File: config.mk
export PLATFORM = sky130hd
export DESIGN_NAME = lcd_bus_arbiter
export DESIGN_NICKNAME = d
export VERILOG_FILES = /design/src/rtl/lcd_pkg.sv /design/src/rtl/lcd_bus_arbiter_select.sv /design/src/rtl/lcd_bus_arbiter.sv
export SDC_FILE = /design/constraint.sdc
export NUM_CORES = 1
export LEC_CHECK = 0
export BUFFER_PORTS_ARGS = -buffer_cell sky130_fd_sc_hd__buf_2
export CAP_MARGIN = 40
export CORE_UTILIZATION = 45
export DETAILED_ROUTE_END_ITERATION = 8
export PLACE_DENSITY = 0.68
export REMOVE_ABC_BUFFERS = 1
export SYNTH_ARGS = -nofsm -noshare
export SYNTH_HDL_FRONTEND = slang
export SYNTH_HIERARCHICAL = 1
export SYNTH_SLANG_ARGS = --single-unit
File: constraint.sdc
create_clock -name clk -period 4.4 [get_ports clk]
set_input_delay 0.88 -clock clk [delete_from_list [all_inputs] [get_ports clk]]
set_output_delay 0.88 -clock clk [all_outputs]
set_load 0.01 [all_outputs]
File: src/rtl/lcd_pkg.sv
// Shared definitions for the LCD bus arbiter: state encoding, default timing,
// HD44780 command bytes and the per-requester byte extractor.
package lcd_pkg;

   typedef enum logic [2:0] {
      S_PWR,
      S_IDLE,
      S_SETUP,
      S_EHIGH,
      S_SETTLE
   } lcd_state_t;

   localparam int CNT_W   = 21;
   localparam int IDX_W   = 2;
   localparam int MAX_REQ = 4;

   localparam int DEF_POWER_ON_CYCLES = 2_000_000;
   localparam int DEF_SETUP_CYCLES    = 5_000;
   localparam int DEF_E_HIGH_CYCLES   = 10_000;
   localparam int DEF_SETTLE_SHORT    = 5_000;
   localparam int DEF_SETTLE_LONG     = 100_000;
   localparam int DEF_LOCK_TIMEOUT    = 1_000_000;

   localparam logic [7:0] CMD_CLEAR = 8'h01;
   localparam logic [7:0] CMD_LINE1 = 8'h80;
   localparam logic [7:0] CMD_LINE2 = 8'hC0;

   function automatic logic [7:0] req_byte(input logic [8*MAX_REQ-1:0] bus,
                                           input logic [IDX_W-1:0]     i);
      return bus[{i, 3'b000} +: 8];
   endfunction

endpackage

File: src/rtl/lcd_bus_arbiter_select.sv
// Winner selection among pending LCD requesters; the lock owner overrides the policy.
// LCD_ARB_RR_EN selects round-robin, otherwise fixed priority (lowest index wins).
module lcd_req_select
   import lcd_pkg::*;
#(
   parameter int NREQ = 3
) (
   input  logic [NREQ-1:0]  valid,
   input  logic             lock_en,
   input  logic [IDX_W-1:0] lock_owner,
`ifdef LCD_ARB_RR_EN
   input  logic [IDX_W-1:0] rr_ptr,
`endif
   output logic [NREQ-1:0]  win_onehot,
   output logic [IDX_W-1:0] win_idx
);

`ifdef LCD_ARB_RR_EN
   int idx;
`endif

   always_comb begin
      win_onehot = '0;
      win_idx    = '0;
`ifdef LCD_ARB_RR_EN
      idx        = 0;
`endif
      if (lock_en) begin
         if (valid[lock_owner]) begin
            win_onehot[lock_owner] = 1'b1;
            win_idx                = lock_owner;
         end
      end else begin
`ifdef LCD_ARB_RR_EN
         // Walk from farthest to nearest so the slot right after rr_ptr is kept last.
         for (int k = NREQ - 1; k >= 0; k--) begin
            idx = (int'(rr_ptr) + 1 + k) % NREQ;
            if (valid[idx]) begin
               win_onehot      = '0;
               win_onehot[idx] = 1'b1;
               win_idx         = IDX_W'(idx);
            end
         end
`else
         for (int i = NREQ - 1; i >= 0; i--) begin
            if (valid[i]) begin
               win_onehot    = '0;
               win_onehot[i] = 1'b1;
               win_idx       = IDX_W'(i);
            end
         end
`endif
      end
   end

endmodule

File: src/rtl/lcd_bus_arbiter.sv
// Shares one HD44780 bus among NREQ writers: power-on delay, E strobe timing, line lock.
// Build option LCD_ARB_RR_EN: round-robin arbitration instead of fixed priority.
module lcd_bus_arbiter
   import lcd_pkg::*;
#(
   parameter int NREQ            = 3,
   parameter int POWER_ON_CYCLES = DEF_POWER_ON_CYCLES,
   parameter int SETUP_CYCLES    = DEF_SETUP_CYCLES,
   parameter int E_HIGH_CYCLES   = DEF_E_HIGH_CYCLES,
   parameter int SETTLE_SHORT    = DEF_SETTLE_SHORT,
   parameter int SETTLE_LONG     = DEF_SETTLE_LONG,
   parameter int LOCK_TIMEOUT    = DEF_LOCK_TIMEOUT
) (
   input  logic              clk,
   input  logic              rst,
   input  logic [NREQ-1:0]   req_valid,
   input  logic [NREQ-1:0]   req_rs,
   input  logic [8*NREQ-1:0] req_data,
   input  logic [NREQ-1:0]   req_long,
   input  logic [NREQ-1:0]   req_lock,
   output logic [NREQ-1:0]   req_ready,
   output logic [IDX_W-1:0]  grant_id,
   output logic              busy,
   output logic              lcd_rs,
   output logic              lcd_rw,
   output logic              lcd_e,
   output logic [7:0]        lcd_data
);

   localparam logic [CNT_W-1:0] PWR_LAST    = CNT_W'(POWER_ON_CYCLES - 1);
   localparam logic [CNT_W-1:0] SETUP_LAST  = CNT_W'(SETUP_CYCLES - 1);
   localparam logic [CNT_W-1:0] EHIGH_LAST  = CNT_W'(E_HIGH_CYCLES - 1);
   localparam logic [CNT_W-1:0] SHORT_LAST  = CNT_W'(SETTLE_SHORT - 1);
   localparam logic [CNT_W-1:0] LONG_LAST   = CNT_W'(SETTLE_LONG - 1);
   localparam logic [CNT_W-1:0] LOCK_LAST   = CNT_W'(LOCK_TIMEOUT - 1);

   lcd_state_t           state;
   logic [CNT_W-1:0]     cnt;
   logic                 long_sel;
   logic                 lock_en;
   logic [IDX_W-1:0]     lock_owner;
   logic [NREQ-1:0]      win_onehot;
   logic [IDX_W-1:0]     win_idx;
   logic                 accept;
   logic [8*MAX_REQ-1:0] data_pad;
`ifdef LCD_ARB_RR_EN
   logic [IDX_W-1:0]     rr_ptr;
`endif

   assign data_pad  = (8*MAX_REQ)'(req_data);
   assign req_ready = (state == S_IDLE) ? win_onehot : '0;
   assign accept    = (state == S_IDLE) && (|win_onehot);
   assign lcd_rw    = 1'b0;

   lcd_req_select #(.NREQ(NREQ)) u_select (
      .valid      (req_valid),
      .lock_en    (lock_en),
      .lock_owner (lock_owner),
`ifdef LCD_ARB_RR_EN
      .rr_ptr     (rr_ptr),
`endif
      .win_onehot (win_onehot),
      .win_idx    (win_idx)
   );

   always_ff @(posedge clk or posedge rst) begin
      if (rst) begin
         state      <= S_PWR;
         cnt        <= '0;
         busy       <= 1'b1;
         lcd_e      <= 1'b0;
         lcd_rs     <= 1'b0;
         lcd_data   <= 8'h00;
         long_sel   <= 1'b0;
         grant_id   <= '0;
         lock_en    <= 1'b0;
         lock_owner <= '0;
`ifdef LCD_ARB_RR_EN
         rr_ptr     <= IDX_W'(NREQ - 1);
`endif
      end else begin
         case (state)
            S_PWR: begin
               if (cnt == PWR_LAST) begin
                  state <= S_IDLE;
                  cnt   <= '0;
                  busy  <= 1'b0;
               end else begin
                  cnt <= cnt + 1'b1;
               end
            end
            S_IDLE: begin
               if (accept) begin
                  state      <= S_SETUP;
                  cnt        <= '0;
                  busy       <= 1'b1;
                  lcd_rs     <= req_rs[win_idx];
                  lcd_data   <= req_byte(data_pad, win_idx);
                  long_sel   <= req_long[win_idx];
                  grant_id   <= win_idx;
                  lock_en    <= req_lock[win_idx];
                  lock_owner <= win_idx;
`ifdef LCD_ARB_RR_EN
                  rr_ptr     <= win_idx;
`endif
               end else if (lock_en) begin
                  // An idle cycle under lock means the owner is not offering anything.
                  if (cnt == LOCK_LAST) begin
                     lock_en <= 1'b0;
                     cnt     <= '0;
                  end else begin
                     cnt <= cnt + 1'b1;
                  end
               end
            end
            S_SETUP: begin
               if (cnt == SETUP_LAST) begin
                  state <= S_EHIGH;
                  cnt   <= '0;
                  lcd_e <= 1'b1;
               end else begin
                  cnt <= cnt + 1'b1;
               end
            end
            S_EHIGH: begin
               if (cnt == EHIGH_LAST) begin
                  state <= S_SETTLE;
                  cnt   <= '0;
                  lcd_e <= 1'b0;
               end else begin
                  cnt <= cnt + 1'b1;
               end
            end
            S_SETTLE: begin
               if (cnt == (long_sel ? LONG_LAST : SHORT_LAST)) begin
                  state <= S_IDLE;
                  cnt   <= '0;
                  busy  <= 1'b0;
               end else begin
                  cnt <= cnt + 1'b1;
               end
            end
            default: begin
               state <= S_PWR;
               cnt   <= '0;
               busy  <= 1'b1;
               lcd_e <= 1'b0;
            end
         endcase
      end
   end

endmodule

Word level (Yosys, flattened, before mapping)
Index checks and enable logic that the tools add are counted.
Widths: inputs -> output; s select.
{ "word_totals": {"out_inout_bits": 17, "register_bits": 39, "elab_cells": 87, "in_bits": 38} }
{ "classes": {"magnitude_cmp": 3, "mux": 46, "addsub": 1, "n_shift": 1, "n_bitwise": 2, "reduce_logical": 10, "eq_ne": 15} }
{ "op_table": {"columns": ["operator", "count"], "rows": [
  ["$mux 21", 7],
  ["$pmux 21 s5", 1],
  ["$mux 3", 11],
  ["$shiftx 32x6->8", 1],
  ["$add 21x1->21 const B", 1],
  ["$eq 21x13->1 const B", 1],
  ["$eq 21x14->1 const B", 1],
  ["$eq 21x17->1", 1],
  ["$eq 21x20->1 const B", 1],
  ["$eq 21x21->1 const B", 1],
  ["$mux 17", 1],
  ["$pmux 3 s5", 1],
  ["$mux 1", 13],
  ["$mux 2", 5],
  ["$ne 2x2->1 const B", 5],
  ["$bmux 1 s2", 4],
  ["$eq 3x2->1 const B", 2],
  ["$lt 2x3->1 const B", 2],
  ["$reduce_or 3->1", 2],
  ["$reduce_and 5->1", 1],
  ["$pmux 1 s4", 1],
  ["$reduce_and 4->1", 1],
  ["$eq 3x1->1 const B", 1],
  ["$eq 3x3->1 const B", 1],
  ["other kinds (10)", 12]
]} }

Logic depth before layout (Yosys ltp)
Gate-level depths: netlist of the first run.
{ "logic_depth": {"word_depth": 10, "depth_mapped": 9, "depth_no_buf": 8} }

Cells and area by module
The synthesis of the first run kept the hierarchy.
{ "modules_own_cells": {"columns": ["module", "instances", "cells_per_inst", "area_per_inst_um2", "seq_area_each_um2"], "rows": [
  ["lcd_bus_arbiter", 1, 275, 2358.5, 977.2],
  ["lcd_req_select", 1, 10, 67.6, 0.0]
]} }

Worst setup path after synthesis of the first run
Ideal clock, no wire load.
{ "synth_path": {"path_type": "input to register", "start": "in req_valid[0]", "end": "reg cnt[19]", "slack_ns": 1.684, "t_arrival_ns": 2.586, "cell_stages": 9, "required_ns": 4.270, "setup_time_ns": 0.130, "path_buffers": 1, "path_cell_list": "nor3_1 -> o21a_1 -> nor3_1 -> and3_1 -> or4_1 -> buf_2 -> nor4_2 -> xnor2_1 -> nor2_1"} }
{ "synth_via": {"elab_chain_len": 8, "elab_cells_between_ends": 10, "cone_classes": "eq/ne: 1; mux: 7; reduce/logical: 2"} }
{ "synth_rtl": {"columns": ["item", "line", "source"], "rows": [
  ["start, declared", "lcd_bus_arbiter.sv:16", "input logic [NREQ-1:0] req_valid,"],
  ["$bmux 1 s2", "lcd_bus_arbiter_select.sv:29", "if (valid[lock_owner]) begin"],
  ["$mux 1 (not written as such)", "lcd_bus_arbiter_select.sv:29", null],
  ["$mux 3", "lcd_bus_arbiter_select.sv:29", null],
  ["$mux 3 *", "lcd_bus_arbiter_select.sv:28", "if (lock_en) begin"],
  ["via win_onehot[2]", "lcd_bus_arbiter.sv:42", "logic [NREQ-1:0] win_onehot;"],
  ["$reduce_or 3->1 *", "lcd_bus_arbiter.sv:52", "assign accept = (state == S_IDLE) && (|win_onehot);"],
  ["$logic_and 1x1->1 *", "lcd_bus_arbiter.sv:52", null],
  ["$mux 21", "lcd_bus_arbiter.sv:93", "if (accept) begin"],
  ["$pmux 21 s5", "lcd_bus_arbiter.sv:82", "case (state)"],
  ["end signal, assigned", "lcd_bus_arbiter.sv:89", "cnt <= cnt + 1'b1;"],
  ["end signal, assigned", "lcd_bus_arbiter.sv:112", "cnt <= cnt + 1'b1;"],
  ["end signal, assigned", "lcd_bus_arbiter.sv:122", "cnt <= cnt + 1'b1;"],
  ["end, declared", "lcd_bus_arbiter.sv:38", "logic [CNT_W-1:0] cnt;"]
]} }
The timed path passes the listed nets; every way through them passes the cells marked *. The select of a mux whose other input is x is not followed.
A chain may end at the register's enable or synchronous reset.

Worst setup path in the final report of the first run
Ends and elaborated chain as after synthesis.

==> summary.txt, run 1 <==
Min path
  • Worst Hold Class: reg2reg
  • Hold depth: 2

Floorplan
  • Initial Util: 47.20%
  • Vert. Die Dim: 75.43 um
  • Area of the core: 0.005140 mm2
  • Num rows: 26
  • I/O Pins: 55
  • Die Area: 0.005689 mm2
  • Die span in x: 75.43 um

Run
  • Max-cap violation count: 0

Critical path
  • Critical Path AT: 3.02 ns
  • Kind of critical path: in2reg
  • Critical Path Fanout Max: 12
  • Reg2reg path depth: 7
  • Req. time, crit path: 4.57 ns
  • Critical Path End Type: flip-flop
  • Flop2flop setup slack: 1.57 ns
  • Startpoint Class: primary input

STA
  • Worst hold slack: 0.5024 ns
  • Hold Fails Final Rpt: 0
  • Worst-margin pin slew: 0.7064 ns
  • Setup Viol. Count Final: 0
  • F_max: 350.1 MHz
  • Slew HR: 52.91%
  • Final cycle utilization of the critical path: 64.92%
  • Unrepaired setup endpoints after global routing: no
  • Min Tclk post-route: 2.857 ns
  • Final Slew Violations: 0
  • Clk_skew: 0.009552 ns
  • Setup tns final: 0 ns

Yosys
  • Syn Area/Cell: 8.513 um2
  • Post-Synth Adder-Cell Area: 0.5157%
  • Ys async rst share: 100.0%
  • Share of the synthesized area in the top cell type: 39.20%
  • Largest family of logic cells by synthesized area: simple AND/OR/NAND/NOR gates
  • Primary FF master, synth: dfrtp_1
  • Area leader, netlist: dfrtp_1
  • Main area contributors after synthesis: dfrtp_1 39%, nor2_1 7.4%, a21oi_1 5.4%
  • Synthesized area: 0.002426 mm2
  • Post-synthesis mux area share: 5.931%
  • Post-synthesis cell count: 285
  • Unique cell type count in the Yosys netlist: 51
  • Register area share after synthesis: 40.28%
  • XOR/XNOR Fraction of Synth Area: 4.693%
  • Yosys warns: 6
  • Post-synthesis simple-gate area fraction: 30.38%
  • Most common cell in the netlist: nor2_1
  • Number of enable flip-flop cells after synthesis: 0
  • Synthesized flop and latch total: 39
  • Top post-synthesis cells by count: 48 x nor2_1, 38 x dfrtp_1, 26 x a21oi_1
  • Post-synthesis compound-gate area fraction: 13.82%

Clock network
  • Max H-tree Level: 2
  • Postcts setup bufs: 0
  • Root buf cell: clkbuf_8
  • Post-CTS sizing: 0
  • Clk buf depth: 2
  • Clock transition at path regs: 0.08 ns
  • Total CTS buffers: 5
  • TritonCTS clock tree: built
  • Cts hold-fix bufs: 0
  • Sink Count: 39
  • Worst-Skew Late Latency: 0.30 ns

Drt
  • DR WL/cell: 14.40 um
  • Vias: 2242
  • Drt drc: 0
  • DRT antenna net count: 0
  • Initial DRT Pass Iterations: 4
  • Wirelength, routed: 5775 um
  • DRT iter0 DRCs: 130
  • DR vias/cell: 5.591

Pwr
  • Cell Pwr Density: 246.8 mW/mm2
  • Overall Power: 693.3 uW
  • Leakage Power: 0.001232 uW
  • Worst VDD drop: 111.9 uV

GRT
  • Largest net degree at the start of global routing: 40
  • First-pass GRT wire length: 9653 um
  • All-Layer GR Usage: 22.42%
  • Gr ovfl total: 0
  • Initial antenna violation count: 0
  • Number of global-route vias before repair: 2013

Layout
  • Layout cells sized above 1: 21.75%
  • Final instance area: 0.002809 mm2
  • FILL cells: 524
  • Area growth, synth to finish: 15.78%
  • Diode count: 0
  • Final nets: 369

Place
  • PortBufs: 53
  • DP Area: 0.002714 mm2
  • Post-detail-place hpwl: 4169 um
  • GP Congestion: 0.8235

Outcome
  • Run status: finished, final reports clean
per-layer routing:
metal | GRT usage, % | vias to the layer above | share of wire, %
li1 | - | 1103 | -
met5 | 0 | - | 0
met2 | 35.02 | 60 | 47
met3 | 5.556 | 10 | 4.6
met1 | 31.40 | 1069 | 47
met4 | 5.556 | 0 | 1.4
worst max-delay path: stages:
cell     delay, ns
buf_2         0.11
nor3_1        0.24
o21a_1        0.15
nor3_1        0.08
and3_1        0.33
or4_1         0.68
nor4_2        0.33
xnor2_1       0.15
nor2_1        0.05
layout by cell type, fill, tap and decap left out, drive strengths merged, types with 3 or more instances in the layout:
master   count
a21oi       26
and2         5
and3         5
buf         55
clkbuf       7
dfrtp       38
inv          6
mux2         3
mux2i       11
nand2       17
nand2b       5
nand3       12
nand3b       3
nand4        6
nand4bb      3
nor2        48
nor3        11
nor4         7
o21a         5
o21ai       10
o22ai        5
xnor2       12
worst paths after layout:
path,startpoint,end
min,lcd_e,lcd_e
min in group asynchronous,rst,lcd_data[2]
min reg2reg,lcd_e,lcd_e
max,req_valid[0],cnt[19]
max in group asynchronous,rst,busy
max reg2reg,cnt[0],cnt[2]
kinds of logic (layout without fill, tap and decap cells):
family | Yosys count | count (layout)
flops | 39 | 39
other cells | 1 | 1
simple gates | 137 | 137
mux | 14 | 14
compound gates | 57 | 57
fa+ha+maj | 1 | 1
xor+xnor | 13 | 13
buf+inv | 23 | 69
cell type report:
class                      count  area, um2  share of cell area [%]
inverter                       6      22.52                  0.8018
clock buffer                   7      86.33                   3.074
multi-input combinational    223       1346                   47.93
sequential                    39      977.2                   34.79
timing repair buffer          55      280.3                   9.978
clock inverter                 1      8.758                  0.3118
tap                           70      87.58                   3.118
per-stage QoR:
stage / util, % / setup WS [ns] / cells
floorplan: - / 1.590 / 268
global placement: 52.65 / 1.290 / 392
detailed placement: 52.80 / 1.216 / 393
CTS: 54.65 / 1.526 / 401
global route: 54.65 / 1.382 / 401
finish: 54.65 / 1.543 / 401
flip-flops by register name, indices dropped and copies added (netlist names):
| signal | count |
|---|---|
| cnt | 21 |
| lcd_data | 8 |
| state | 3 |
| lock_owner | 2 |
| busy | 1 |
| lcd_e | 1 |
| lcd_rs | 1 |
| lock_en | 1 |
| long_sel | 1 |
report_power, final:
group / total, uW / switching (uW) / internal [uW]
combinational: 65.0 / 34.4 / 30.6
clock: 258 / 129 / 128
sequential: 370 / 4.43 / 366
total: 693 / 168 / 525
Power figures use the tool's default switching activity.
==> run 2: changes to the inputs <==
--- a/config.mk
+++ b/config.mk
@@ -9,7 +9,7 @@
 export CAP_MARGIN = 40
 export CORE_UTILIZATION = 45
 export DETAILED_ROUTE_END_ITERATION = 8
-export PLACE_DENSITY = 0.68
+export PLACE_DENSITY = 0.71
 export REMOVE_ABC_BUFFERS = 1
 export SYNTH_ARGS = -nofsm -noshare
 export SYNTH_HDL_FRONTEND = slang
==> constraint.sdc (replaced) <==
create_clock -name clk -period 2.5 [get_ports clk]
set_input_delay 0.5 -clock clk [delete_from_list [all_inputs] [get_ports clk]]
set_output_delay 0.5 -clock clk [all_outputs]
set_load 0.01 [all_outputs]
==> run 2 against run 1 <==
Net effect:
- wire length shrank 2.1%
- sequential power increased by 76%
- non-clock buffer count is 15 higher
- critical path depth down 1
- combinational power grew 85%
- via count rose by 4.5%
- sequential share of layout area fell by 1.5 points
- critical endpoint is now cnt[11]
- largest power group unchanged
- highest routed layer unchanged
==> summary.txt, run 2 (same netlist as run 1, synthesis figures left out) <==
Outcome
  • Run status: finished, final reports clean

Critical path
  • Critical Path AT: 2.57 ns
  • Kind of critical path: reg2reg
  • Critical Path Fanout Max: 13
  • Req. time, crit path: 2.68 ns
  • Critical Path End Type: flip-flop
  • Startpoint Class: flip-flop

STA
  • Final Slew Violations: 0
  • Slew HR: 54.43%
  • Setup Viol. Count Final: 0
  • Worst hold slack: 0.3056 ns
  • Min Tclk post-route: 2.394 ns
  • F_max: 417.7 MHz
  • Worst-margin pin slew: 0.6820 ns
  • Final cycle utilization of the critical path: 95.76%
  • Setup tns final: 0 ns
  • Hold Fails Final Rpt: 0
  • Clk_skew: 0.006976 ns
  • Unrepaired setup endpoints after global routing: no

Pwr
  • Worst VDD drop: 199.7 uV
  • Cell Pwr Density: 420.7 mW/mm2
  • Leakage Power: 0.001316 uW

Clock network
  • Clock transition at path regs: 0.07 ns
  • Sink Count: 39
  • Root buf cell: clkbuf_8
  • Total CTS buffers: 5
  • Postcts setup bufs: 0
  • Max H-tree Level: 2
  • TritonCTS clock tree: built
  • Clk buf depth: 2
  • Worst-Skew Late Latency: 0.29 ns
  • Post-CTS sizing: 0
  • Cts hold-fix bufs: 0

Drt
  • DR vias/cell: 5.635
  • DRT antenna net count: 0
  • DR WL/cell: 13.59 um
  • Vias: 2344
  • Wirelength, routed: 5652 um
  • Initial DRT Pass Iterations: 5
  • DRT iter0 DRCs: 184
  • Drt drc: 0

GRT
  • Gr ovfl total: 0
  • All-Layer GR Usage: 21.33%
  • Number of global-route vias before repair: 2092
  • Largest net degree at the start of global routing: 40
  • First-pass GRT wire length: 9335 um
  • Initial antenna violation count: 0

Layout
  • Largest regs: cnt x21, lcd_data x8, state x3
  • Max reg flops: 21
  • Area growth, synth to finish: 21.14%
  • FILL cells: 481
  • Commonest non-fill, non-tap cell in the layout: buf_2
  • Final nets: 384
  • Layout cells sized above 1: 25.14%
  • Largest Register: cnt
  • Diode count: 0
  • Final core occ: 57.18%
  • Commonest non-fill, non-tap cells in the layout: 53 x buf_2, 48 x nor2_1, 38 x dfrtp_1

Place
  • Post-detail-place hpwl: 4256 um
  • GP Congestion: 0.9080
  • PortBufs: 53

Min path
  • Worst Hold Class: in2async

Run
  • Max-cap violation count: 0

Floorplan
  • Initial Util: 47.20%
  • Die Area: 0.005689 mm2
  • Vert. Die Dim: 75.43 um
  • Die span in x: 75.43 um
  • Num rows: 26
  • Area of the core: 0.005140 mm2
  • I/O Pins: 55
-- run 2: changes by cell type in the layout (fill, tap and decap cells not counted) --
cell,previous run,this run
o21ai_0,10,9
buf_12,0,1
clkbuf_8,6,7
o21ai_1,0,1
clkinv_4,1,0
buf_4,2,16
-- run 2: path summary, 6_finish.rpt --
path / startpoint / to / slack, ns / cells after the start
max: cnt[0] / cnt[11] / 0.11 / 8
min: rst / lcd_data[0] / 0.31 / 3
max reg2reg: cnt[0] / cnt[11] / 0.11 / 8
min reg2reg: lcd_e / lcd_e / 0.50 / 2
max in group asynchronous: rst / busy / 1.82 / 3
min in group clk: lcd_e / lcd_e / 0.50 / 2
-- run 2: stage by stage --
step	std cells	setup WS (ns)	total power (uW)	instance area [um2]
2_1_floorplan	268	0.07001	725.8	2346
3_3_place_gp	408	0.03993	783.7	2839
3_5_place_dp	408	-0.02213	786.3	2839
4_1_cts	416	0.1130	1252	2939
5_1_grt	416	0.003790	1291	2939
6_report	416	0.1060	1237	2939
-- run 2: power breakdown --
group | switching (uW) | internal [uW] | total, uW
sequential | 8.00 | 644 | 652
combinational | 61.6 | 58.0 | 120
clock | 213 | 252 | 465
total | 283 | 954 | 1240
-- run 2: area by class of cell --
| class | instances | area (um2) | area share (%) |
|---|---|---|---|
| multi-input combinational | 223 | 1346 | 45.81 |
| sequential | 39 | 977.2 | 33.25 |
| timing repair buffer | 70 | 405.4 | 13.79 |
| clock buffer | 8 | 100.1 | 3.406 |
| tap | 70 | 87.58 | 2.980 |
| inverter | 6 | 22.52 | 0.7663 |
-- run 2: worst max-delay path, stage by stage (launching register included) --
cell	delay, ns
dfrtp_1	0.39
ha_1	0.18
or3b_2	0.46
nor4_2	0.28
nand4_1	0.17
a22o_1	0.33
nor3_4	0.25
buf_12	0.17
nor2_1	0.05
-- run 2: routing by layer --
layer	vias to the layer above	global-route usage, %	wire (um)
met5	-	0	0
met4	0	7.407	73
met3	10	4.497	416
met2	111	33.33	2615
met1	1092	29.46	2547
li1	1131	-	-
